## src/rtl/rtlola_eval_scheduler.sv

```systemverilog
// Front-end scheduler for the RTLola monitor pipeline: timestamps and buffers input
// events, generates periodic deadlines, and issues one in-order evaluation slot at a time.
module rtlola_eval_scheduler #(
    parameter int DATA_W = 64,
    parameter int TS_W   = 32,
    parameter int DEPTH  = 4,
    parameter int PERIOD = 8
) (
    input  logic                       clk,
    input  logic                       rst,
    input  logic                       en,
    input  logic signed [DATA_W-1:0]   input_x,
    input  logic                       new_input,
    input  logic                       clr_flags,
    input  logic                       pipe_ready,
    output logic                       issue_valid,
    output logic                       issue_event,
    output logic                       issue_periodic,
    output logic signed [DATA_W-1:0]   issue_data,
    output logic [TS_W-1:0]            issue_ts,
    output logic [$clog2(DEPTH):0]     fifo_level,
    output logic                       overflow,
    output logic                       deadline_miss
);
    localparam int AW = $clog2(DEPTH);
    localparam int PW = $clog2(PERIOD);
    localparam logic [PW-1:0] PER_LAST = PW'(PERIOD - 1);

    typedef enum logic {IDLE, HOLD} state_t;
    state_t state_reg, state_next;

    logic [TS_W-1:0]   ts_cnt_reg;
    logic [TS_W-1:0]   dl_ts_reg;
    logic [PW-1:0]     per_cnt_reg;
    logic              pending_reg;
    logic [AW-1:0]     rd_ptr_reg;
    logic [AW-1:0]     wr_ptr_reg;
    logic [AW:0]       count_reg;
    logic [DATA_W-1:0] mem_data [DEPTH];
    logic [TS_W-1:0]   mem_ts [DEPTH];
    logic              ev_reg;
    logic              per_reg;
    logic [DATA_W-1:0] data_reg;
    logic [TS_W-1:0]   ts_reg;
    logic              ovf_reg;
    logic              miss_reg;

    // Wrap-aware ordering: a precedes b when (a-b) is negative modulo 2^TS_W.
    function automatic logic ts_lt(input logic [TS_W-1:0] a, input logic [TS_W-1:0] b);
        logic [TS_W-1:0] diff;
        diff = a - b;
        return diff[TS_W-1];
    endfunction

    logic              consume;
    logic              deq;
    logic              cons_p;
    logic [AW:0]       avail;
    logic [AW-1:0]     sel_ptr;
    logic              cand_ev;
    logic              cand_p;
    logic [TS_W-1:0]   head_ts;
    logic [DATA_W-1:0] head_data;
    logic              take_ev;
    logic              take_p;
    logic              load;
    logic              fire;
    logic              miss_hit;
    logic              full;
    logic              enq;
    logic              drop;

    // The held slot still occupies the FIFO head / pending deadline until it is consumed,
    // so the next candidate must look past whatever the consumed slot carried.
    assign consume   = en && (state_reg == HOLD) && pipe_ready;
    assign deq       = consume && ev_reg;
    assign cons_p    = consume && per_reg;
    assign avail     = count_reg - (AW+1)'(deq);
    assign sel_ptr   = deq ? rd_ptr_reg + AW'(1) : rd_ptr_reg;
    assign cand_ev   = (avail != '0);
    assign cand_p    = pending_reg && !cons_p;
    assign head_ts   = mem_ts[sel_ptr];
    assign head_data = mem_data[sel_ptr];
    assign take_ev   = cand_ev && (!cand_p || !ts_lt(dl_ts_reg, head_ts));
    assign take_p    = cand_p && (!cand_ev || !ts_lt(head_ts, dl_ts_reg));
    assign load      = en && ((state_reg == IDLE) || consume) && (cand_ev || cand_p);

    assign fire      = en && (per_cnt_reg == PER_LAST);
    assign miss_hit  = fire && pending_reg && !cons_p;
    assign full      = (count_reg == (AW+1)'(DEPTH));
    assign enq       = en && new_input && (!full || deq);
    assign drop      = en && new_input && full && !deq;

    always_ff @(posedge clk or negedge rst) begin
        if (!rst) begin
            state_reg <= IDLE;
        end else begin
            state_reg <= state_next;
        end
    end

    always_comb begin
        state_next = state_reg;
        case (state_reg)
            IDLE:    if (load) state_next = HOLD;
            HOLD:    if (consume && !load) state_next = IDLE;
            default: state_next = IDLE;
        endcase
    end

    always_ff @(posedge clk) begin
        if (enq) begin
            mem_data[wr_ptr_reg] <= input_x;
            mem_ts[wr_ptr_reg]   <= ts_cnt_reg;
        end
    end

    always_ff @(posedge clk or negedge rst) begin
        if (!rst) begin
            ts_cnt_reg  <= '0;
            dl_ts_reg   <= '0;
            per_cnt_reg <= '0;
            pending_reg <= 1'b0;
            rd_ptr_reg  <= '0;
            wr_ptr_reg  <= '0;
            count_reg   <= '0;
            ev_reg      <= 1'b0;
            per_reg     <= 1'b0;
            data_reg    <= '0;
            ts_reg      <= '0;
            ovf_reg     <= 1'b0;
            miss_reg    <= 1'b0;
        end else if (en) begin
            ts_cnt_reg  <= ts_cnt_reg + TS_W'(1);
            per_cnt_reg <= fire ? '0 : per_cnt_reg + PW'(1);

            // A miss keeps the older deadline; consuming at the firing edge re-arms cleanly.
            if (fire && !miss_hit) begin
                pending_reg <= 1'b1;
                dl_ts_reg   <= ts_cnt_reg;
            end else if (cons_p) begin
                pending_reg <= 1'b0;
            end

            miss_reg <= (miss_reg && !clr_flags) || miss_hit;
            ovf_reg  <= (ovf_reg && !clr_flags) || drop;

            if (enq) wr_ptr_reg <= wr_ptr_reg + AW'(1);
            if (deq) rd_ptr_reg <= rd_ptr_reg + AW'(1);
            count_reg <= count_reg + (AW+1)'(enq) - (AW+1)'(deq);

            if (load) begin
                ev_reg   <= take_ev;
                per_reg  <= take_p;
                data_reg <= take_ev ? head_data : '0;
                ts_reg   <= take_ev ? head_ts : dl_ts_reg;
            end else if (consume) begin
                ev_reg  <= 1'b0;
                per_reg <= 1'b0;
            end
        end
    end

    assign issue_valid    = (state_reg == HOLD);
    assign issue_event    = ev_reg;
    assign issue_periodic = per_reg;
    assign issue_data     = data_reg;
    assign issue_ts       = ts_reg;
    assign fifo_level     = count_reg;
    assign overflow       = ovf_reg;
    assign deadline_miss  = miss_reg;

endmodule

```

## config.mk

```make
export PLATFORM = sky130hd
export DESIGN_NAME = rtlola_eval_scheduler
export DESIGN_NICKNAME = d
export VERILOG_FILES = /design/src/rtl/rtlola_eval_scheduler.sv
export SDC_FILE = /design/constraint.sdc
export NUM_CORES = 1
export LEC_CHECK = 0
export CORE_UTILIZATION = 35
export CTS_CLUSTER_DIAMETER = 80
export CTS_CLUSTER_SIZE = 28
export DETAILED_ROUTE_END_ITERATION = 16
export HOLD_SLACK_MARGIN = 0.08
export PLACE_DENSITY = 0.56
export SYNTH_ARGS = -nofsm -noshare
export SYNTH_HDL_FRONTEND = slang
export SYNTH_SLANG_ARGS = --single-unit
```

## constraint.sdc

```tcl
create_clock -name clk -period 4.6 [get_ports clk]
set_input_delay 0.46 -clock clk [delete_from_list [all_inputs] [get_ports clk]]
set_output_delay 0.46 -clock clk [all_outputs]
set_load 0.05 [all_outputs]
```

# ---- Word-level counts from Yosys, hierarchy flattened
# Memories as Yosys holds them, arrays and structs flattened.
# Cells that the tools add are included.
dict set report word_totals {
  regBits 176
  ramBits 384
  inputBits 70
  output_inout_bits 104
  word_cells 87
  n_memories 2
}
dict set report op_classes {
  addsub 9
  eq_ne 2
  n_mux 14
  n_bitwise 1
  n_reduce_logical 45
}
# name words width read_ports rd_clocked_by_memory_dff write_ports line
set mem_list {}
lappend mem_list {mem_data 4 64 1 0 1 39} ;# logic [DATA_W-1:0] mem_data [DEPTH];
lappend mem_list {mem_ts 4 32 1 0 1 40} ;# logic [TS_W-1:0] mem_ts [DEPTH];
# operator n
set ops {}
lappend ops {{$mux W64} 1}
lappend ops {{$sub A32 B32 Y32} 2}
lappend ops {{$add A32 B1 Y32 const B} 1}
lappend ops {{$mux W32} 1}
lappend ops {{$logic_and A1 B1 Y1} 20}
lappend ops {{$logic_not A1 Y1} 10}
lappend ops {{$reduce_and A2 Y1} 5}
lappend ops {{$mux W1} 9}
lappend ops {{$logic_or A1 B1 Y1} 7}
lappend ops {{$eq A3 B3 Y1 const B} 2}
lappend ops {{$sub A3 B1 Y3} 2}
lappend ops {{$add A2 B1 Y2 const B} 2}
lappend ops {{$reduce_bool A2 Y1} 2}
lappend ops {{$add A3 B1 Y3} 1}
lappend ops {{$add A3 B1 Y3 const B} 1}
lappend ops {{$mux W3} 1}
lappend ops {{$reduce_bool A3 Y1} 1}
lappend ops {{$mux W2} 1}
lappend ops {{$pmux W1 S2} 1}
lappend ops {{$not A1 Y1} 1}

# ---- Logic depth before layout (Yosys ltp)
# Gate-level depths: netlist of the first run.
dict set report depth {
  word_depth 11
  ltp_mapped 20
  mapped_depth_nobuf 16
}

# ---- Worst setup path before layout of the first run
# No wires, ideal clock.
dict set report synth_path {
  path_kind {register to register}
  start {reg state_reg, in the netlist issue_valid}
  end {reg ts_reg[27], in the netlist issue_ts[27]}
  setup_ns 0.137
  arrival_ns 5.103
  required_time_ns 4.463
  setup_slack_ns -0.640
  path_stages_with_launch 20
  path_buffers 4
  synth_period_minus_slack_ns 5.240
  cell_sequence {dfrtp_1 -> nand4_2 -> xor2_2 -> buf_6 -> inv_2 -> buf_1 -> mux4_2 -> ha_1 -> a21o_1 -> a21o_1 -> a221o_1 -> a211oi_1 -> o41ai_2 -> a211oi_2 -> a21oi_1 -> o31ai_4 -> buf_6 -> buf_6 -> mux2i_1 -> a21oi_1}
}
dict set report synth_between {
  elab_chain_len 10
  word_cells_on_any_way 22
  classes_between {add/sub (2); mux (2); bitwise (1); reduce/logical (16); memory (1)}
}
# element line
set synth_rtl {}
lappend synth_rtl {{start, declared} 30} ;# state_t state_reg, state_next;
lappend synth_rtl {{start signal, assigned} 98} ;# state_reg <= state_next;
lappend synth_rtl {{$logic_and A1 B1 Y1 (2 in series)} 75} ;# assign consume = en && (state_reg == HOLD) && pipe_ready;
lappend synth_rtl {{$logic_and A1 B1 Y1} 76} ;# assign deq = consume && ev_reg;
lappend synth_rtl {{$mux W2} -}
lappend synth_rtl {{$mem_v2 Z4 W32} -}
lappend synth_rtl {{$sub A32 B32 Y32} 51} ;# diff = a - b;
lappend synth_rtl {{$logic_not A1 Y1} 84} ;# assign take_ev = cand_ev && (!cand_p || !ts_lt(dl_ts_reg, head_ts));
lappend synth_rtl {{$logic_or A1 B1 Y1} 84}
lappend synth_rtl {{$logic_and A1 B1 Y1} 84}
lappend synth_rtl {{$mux W32} 156} ;# ts_reg <= take_ev ? head_ts : dl_ts_reg;
lappend synth_rtl {{end signal, assigned} 156}
lappend synth_rtl {{end, declared} 44} ;# logic [TS_W-1:0] ts_reg;
# Parallel ways exist; a longest one is shown, timed or not.
# A chain may end at the register's enable or synchronous reset.

# ---- Worst setup path in the final report of the first run
dict set report layout_path {
  start {reg state_reg, in the netlist issue_valid}
  end {reg ts_reg[30], in the netlist issue_ts[30]}
}
# Same word-level chain as after synthesis.

==> results, run 1 <==
- The count of buffers from port buffering is 173.
- Yosys mapped a number of flops with a built-in enable equal to 384.
- Clock-pin slew was measured on the worst setup and hold paths at 0.10 ns.
- Entering global routing, the biggest net connects 108 pins.
- In the final routed layout, each cell accounts on average for 19.98 µm.
- CTS built an H-tree with a depth of 1.
- The Yosys warning count is 0.
- Setup repair after global routing could not meet its margin everywhere.
- The tightest min-delay check is of the in2reg type.
- The starting density of the core is 35.64%.
- The count of antenna-violating nets left after detailed routing is 0.
- The sequential cell area is 0.01594 mm².
- The core outline area is 0.06354 mm².
- Counting every instance in the synthesized netlist gives 1,436.
- After detailed routing, the number of vias per cell comes to 4.866.
- The reg-to-reg startpoint is issue_valid.
- The endpoint identified for the worst register-to-register timing path is issue_ts[30].
- The number of max-slew violations in the final report is 0.
- The leading cell type in the layout, fill and taps excluded is sky130_fd_sc_hd__edfxtp_1.
- The post-layout worst setup margin is 0.1374 ns.
- The register area share after synthesis is 70.38%.
- In this run the cell area measured after placement is 0.02617 mm².
- The worst hold-check slack is 0.3507 ns.
- In this run the vertical extent of the chip is 256.4 µm.
- The arrival time of data at the critical path endpoint is 4.92 ns.
- The number of optimization iterations in the first detailed-route pass is 6.
- The layout overhead on the synthesized area is 20.80%.
- Buffers inserted during clock tree synthesis total 29.
- The worst pin sits at a relative slew slack of 38.35%.
- After detailed routing, the number of remaining DRC violations is 0.
- The half-perimeter wire length of the detailed placement result is 31,930 µm.
- The initial antenna violation count is 5.
- The final non-filler cell area is 0.02735 mm².
- Static timing analysis puts the maximum clock frequency at 0.2241 GHz.
- The proportion of layout cells with a drive suffix above 1 is 16.91%.
- Before CTS, the worst setup slack after placement is -0.7521 ns.
- The repair_antennas step left the layout with diodes totalling 0.
- The slew of the pin with the lowest slew margin is 0.9228 ns.
- Across the VDD grid, the largest voltage drop is 600.7 µV.
- The final setup violation count is 0.
- Data on the critical path is required at its endpoint by 5.05 ns.
- The worst setup path is of the reg2reg kind.
- The number of global-route vias before repair is 13,210.
- Counting instances, the worst hold path has a depth of 4.
- The boundary pin count is 174.
- The number of hold-slack violations in the final timing report is 0.
- The wire length after detailed routing is 51,170 µm.
- The run finished with clean final reports.
- Across all layers, the routed design uses 12,460 vias.
- The number of different library cells used by synthesis comes to 50.
- The clock network latency to the later pin of the worst-skew pair is 0.64 ns.
- The worst setup path is launched from a flop.
- The routability congestion estimate from global placement is 0.7541.
- The number of clock sinks is 560.
- TritonCTS built the clock tree.
- The library cells used most frequently in the layout, excluding fill and tap cells, are sky130_fd_sc_hd__edfxtp_1, sky130_fd_sc_hd__nand2_1, sky130_fd_sc_hd__dfrtp_1, sky130_fd_sc_hd__clkdlybuf4s50_1, sky130_fd_sc_hd__o21ai_0.
- The analysis attributes to net switching a power of 0.007381 W.
- The wire length of the first global-routing pass is 79,530 µm.
- The remaining global-route overflow is 0.
- Sequential cells burn 37.0% of the power.
- In this run the most critical hold path is launched from en.
- The post-layout net count is 1,829.
- The leakage power total is 10.17 nW.
- The top fanout value on the critical path is 14.
- The worst setup path is captured at a flop.
- The longest clock path from root to sink contains 3 buffers.
- The combined area of the multi-input logic cells is 0.006302 mm².
- The share of total power dissipated in the clock network is 16.0%.
- The register with the most flip-flops is mem_data.
- The detailed router finished its first iteration with 640 violations.
- On the final layout, the worst clock skew is 0.04798 ns.
- For flop-to-flop paths, the worst setup slack is 0.14 ns.
- Synthesis inferred 560 register bits.
- The end point of the most critical hold path is issue_event.
- Of the total power, the share spent switching nets is 38.93%.
- The die outline width is 256.4 µm.
- The total die area is 0.06572 mm².
- Global routing used 15.63% of the available tracks across all layers.
- The dominant synthesized flop cell is sky130_fd_sc_hd__edfxtp_1.
- The register with the most flip-flops in the layout has 256 of them.
- Dividing total power by cell area gives a power density of 693.2 mW/mm².
- Clock tree synthesis selected as its root buffer the cell sky130_fd_sc_hd__clkbuf_16.
- Adding up every negative setup slack in the final design gives 0 ns.
- The cell depth of the worst flop-to-flop path is 21.
- In the synthesized netlist the async set-or-reset flop fraction comes to 31.43%.
- The proportion of power drawn by combinational gates is 47.0%.
- After layout, the worst path uses 97.01% of the clock period.
- The clock period could shrink to 4.463 ns.
- Cells fill 43.05% of the core in the end.
- The post-synthesis instance area is 0.02264 mm².
- Internal power comes to 0.01158 W.
- The tool flagged a number of max-cap violations equal to 0.
- The total nets after synthesis is 1,573.
- The average size of a mapped cell is 15.77 µm².
- The filler cells instantiated in the layout total 5,732.
- Row generation in the floorplan step produced 92 rows.
==> cell families after synthesis <==
group                      synth area share (%)
xor gates and xnor gates                  1.575
DFF                                       70.38
adders and majority gates                 3.735
muxes                                     11.15
and+or+nand+nor                           5.830
buffers and inverters                     2.365
AOI/OAI and AO/OA                         4.973
==> area by class of cell <==
| type | count | share of cell area [%] |
|---|---|---|
| Sequential cell | 560 | 58.27 |
| Inverter | 68 | 0.9423 |
| Clock inverter | 17 | 0.8051 |
| Timing Repair Buffer | 285 | 10.31 |
| Tap cell | 846 | 3.870 |
| Clock buffer | 37 | 2.763 |
| Multi-Input combinational cell | 748 | 23.04 |
==> stage by stage <==
stage / power [W] / instances
after floorplan: 0.01250 / 1436
after global placement: 0.01573 / 2496
after detailed placement: 0.01582 / 2496
after CTS: 0.01905 / 2555
after global routing: 0.02009 / 2561
final: 0.01896 / 2561
==> critical path, cell delays in order (launching register included) <==
cell and delay [ns]:
sky130_fd_sc_hd__dfrtp_2 0.43, sky130_fd_sc_hd__nand4_4 0.13, sky130_fd_sc_hd__xor2_4 0.19, sky130_fd_sc_hd__buf_12 0.16, sky130_fd_sc_hd__inv_4 0.08, sky130_fd_sc_hd__buf_12 0.15
sky130_fd_sc_hd__mux4_2 0.53, sky130_fd_sc_hd__ha_1 0.29, sky130_fd_sc_hd__nand3_1 0.08, sky130_fd_sc_hd__or3_1 0.42, sky130_fd_sc_hd__a211oi_2 0.25, sky130_fd_sc_hd__a211oi_2 0.06
sky130_fd_sc_hd__o41ai_2 0.06, sky130_fd_sc_hd__a211oi_2 0.08, sky130_fd_sc_hd__buf_4 0.17, sky130_fd_sc_hd__buf_4 0.13, sky130_fd_sc_hd__and3_4 0.16, sky130_fd_sc_hd__o31ai_4 0.17
sky130_fd_sc_hd__buf_6 0.18, sky130_fd_sc_hd__buf_12 0.17, sky130_fd_sc_hd__mux2i_1 0.23, sky130_fd_sc_hd__a21oi_1 0.09
==> per-layer routing <==
| metal | track usage (%) | vias up | wire, µm |
|---|---|---|---|
| met5 | 0 | - | 65 |
| met4 | 2.279 | 10 | 672 |
| met3 | 4.112 | 43 | 3190 |
| met2 | 26.08 | 231 | 24390 |
| met1 | 20.87 | 6377 | 22850 |
| li1 | - | 5802 | - |
==> how the worst max path moves through the flow <==
stage	slack, ns	from	end	depth (start not counted)
finish	0.14	issue_valid	issue_ts[30]	21
CTS	0.00004	issue_valid	issue_ts[30]	21
global route	-0.06	issue_valid	issue_ts[30]	21
detailed placement	-0.75	en	issue_ts[30]	20
floorplan	0.008	issue_valid	issue_ts[27]	19
global placement	-0.60	en	issue_ts[21]	20
==> repair_timing <==
action	CTS	global route
endpoints found under the setup margin	32	90
gates resized for setup	3	27
hold endpoints to repair	81	0
hold buffers	1	0
buffers inserted	3	5
gates cloned	1	1
pin swaps	3	1
==> power by group through the flow <==
stage	logic, W	clock network, W	registers, W
global route	0.00966	0.00330	0.00713
detailed placement	0.00870	0	0.00712
finish	0.00892	0.00303	0.00701
global placement	0.00864	0	0.00709
floorplan	0.00407	0	0.00843
CTS	0.00888	0.00315	0.00702
==> cell usage after synthesis, drive strengths merged, types with 3 or more instances <==
library cell | instances | share of area [%]
o21ai | 109 | 2.4
mux2 | 5 | 0.25
mux2i | 35 | 1.5
a211oi | 4 | 0.15
edfxtp | 384 | 51
inv | 68 | 1.1
xnor2 | 23 | 0.89
and4 | 3 | 0.12
xor2 | 16 | 0.69
nor2 | 49 | 0.82
nand3 | 25 | 0.55
mux4 | 94 | 9.3
a22o | 3 | 0.12
clkbuf | 42 | 0.70
dfrtp | 176 | 19
nor3 | 4 | 0.11
o31ai | 3 | 0.22
ha | 66 | 3.6
nand4 | 6 | 0.19
and3 | 9 | 0.27
nor2b | 4 | 0.11
a21o | 17 | 0.56
a21oi | 49 | 1.1
nand2 | 200 | 3.3
a31oi | 3 | 0.083
and2 | 6 | 0.17
buf | 18 | 0.54
No activity file was read; power rests on OpenSTA's default activity.
==> run 2: changes to the inputs <==
--- a/config.mk
+++ b/config.mk
@@ -9,6 +9,7 @@
 export CTS_CLUSTER_DIAMETER = 80
 export CTS_CLUSTER_SIZE = 28
 export DETAILED_ROUTE_END_ITERATION = 16
+export GPL_TIMING_DRIVEN = 1
 export HOLD_SLACK_MARGIN = 0.08
 export PLACE_DENSITY = 0.56
 export SYNTH_ARGS = -nofsm -noshare
==> results of run 2 <==
Same layout as run 1: the final DEF is identical, and so are final timing and power.
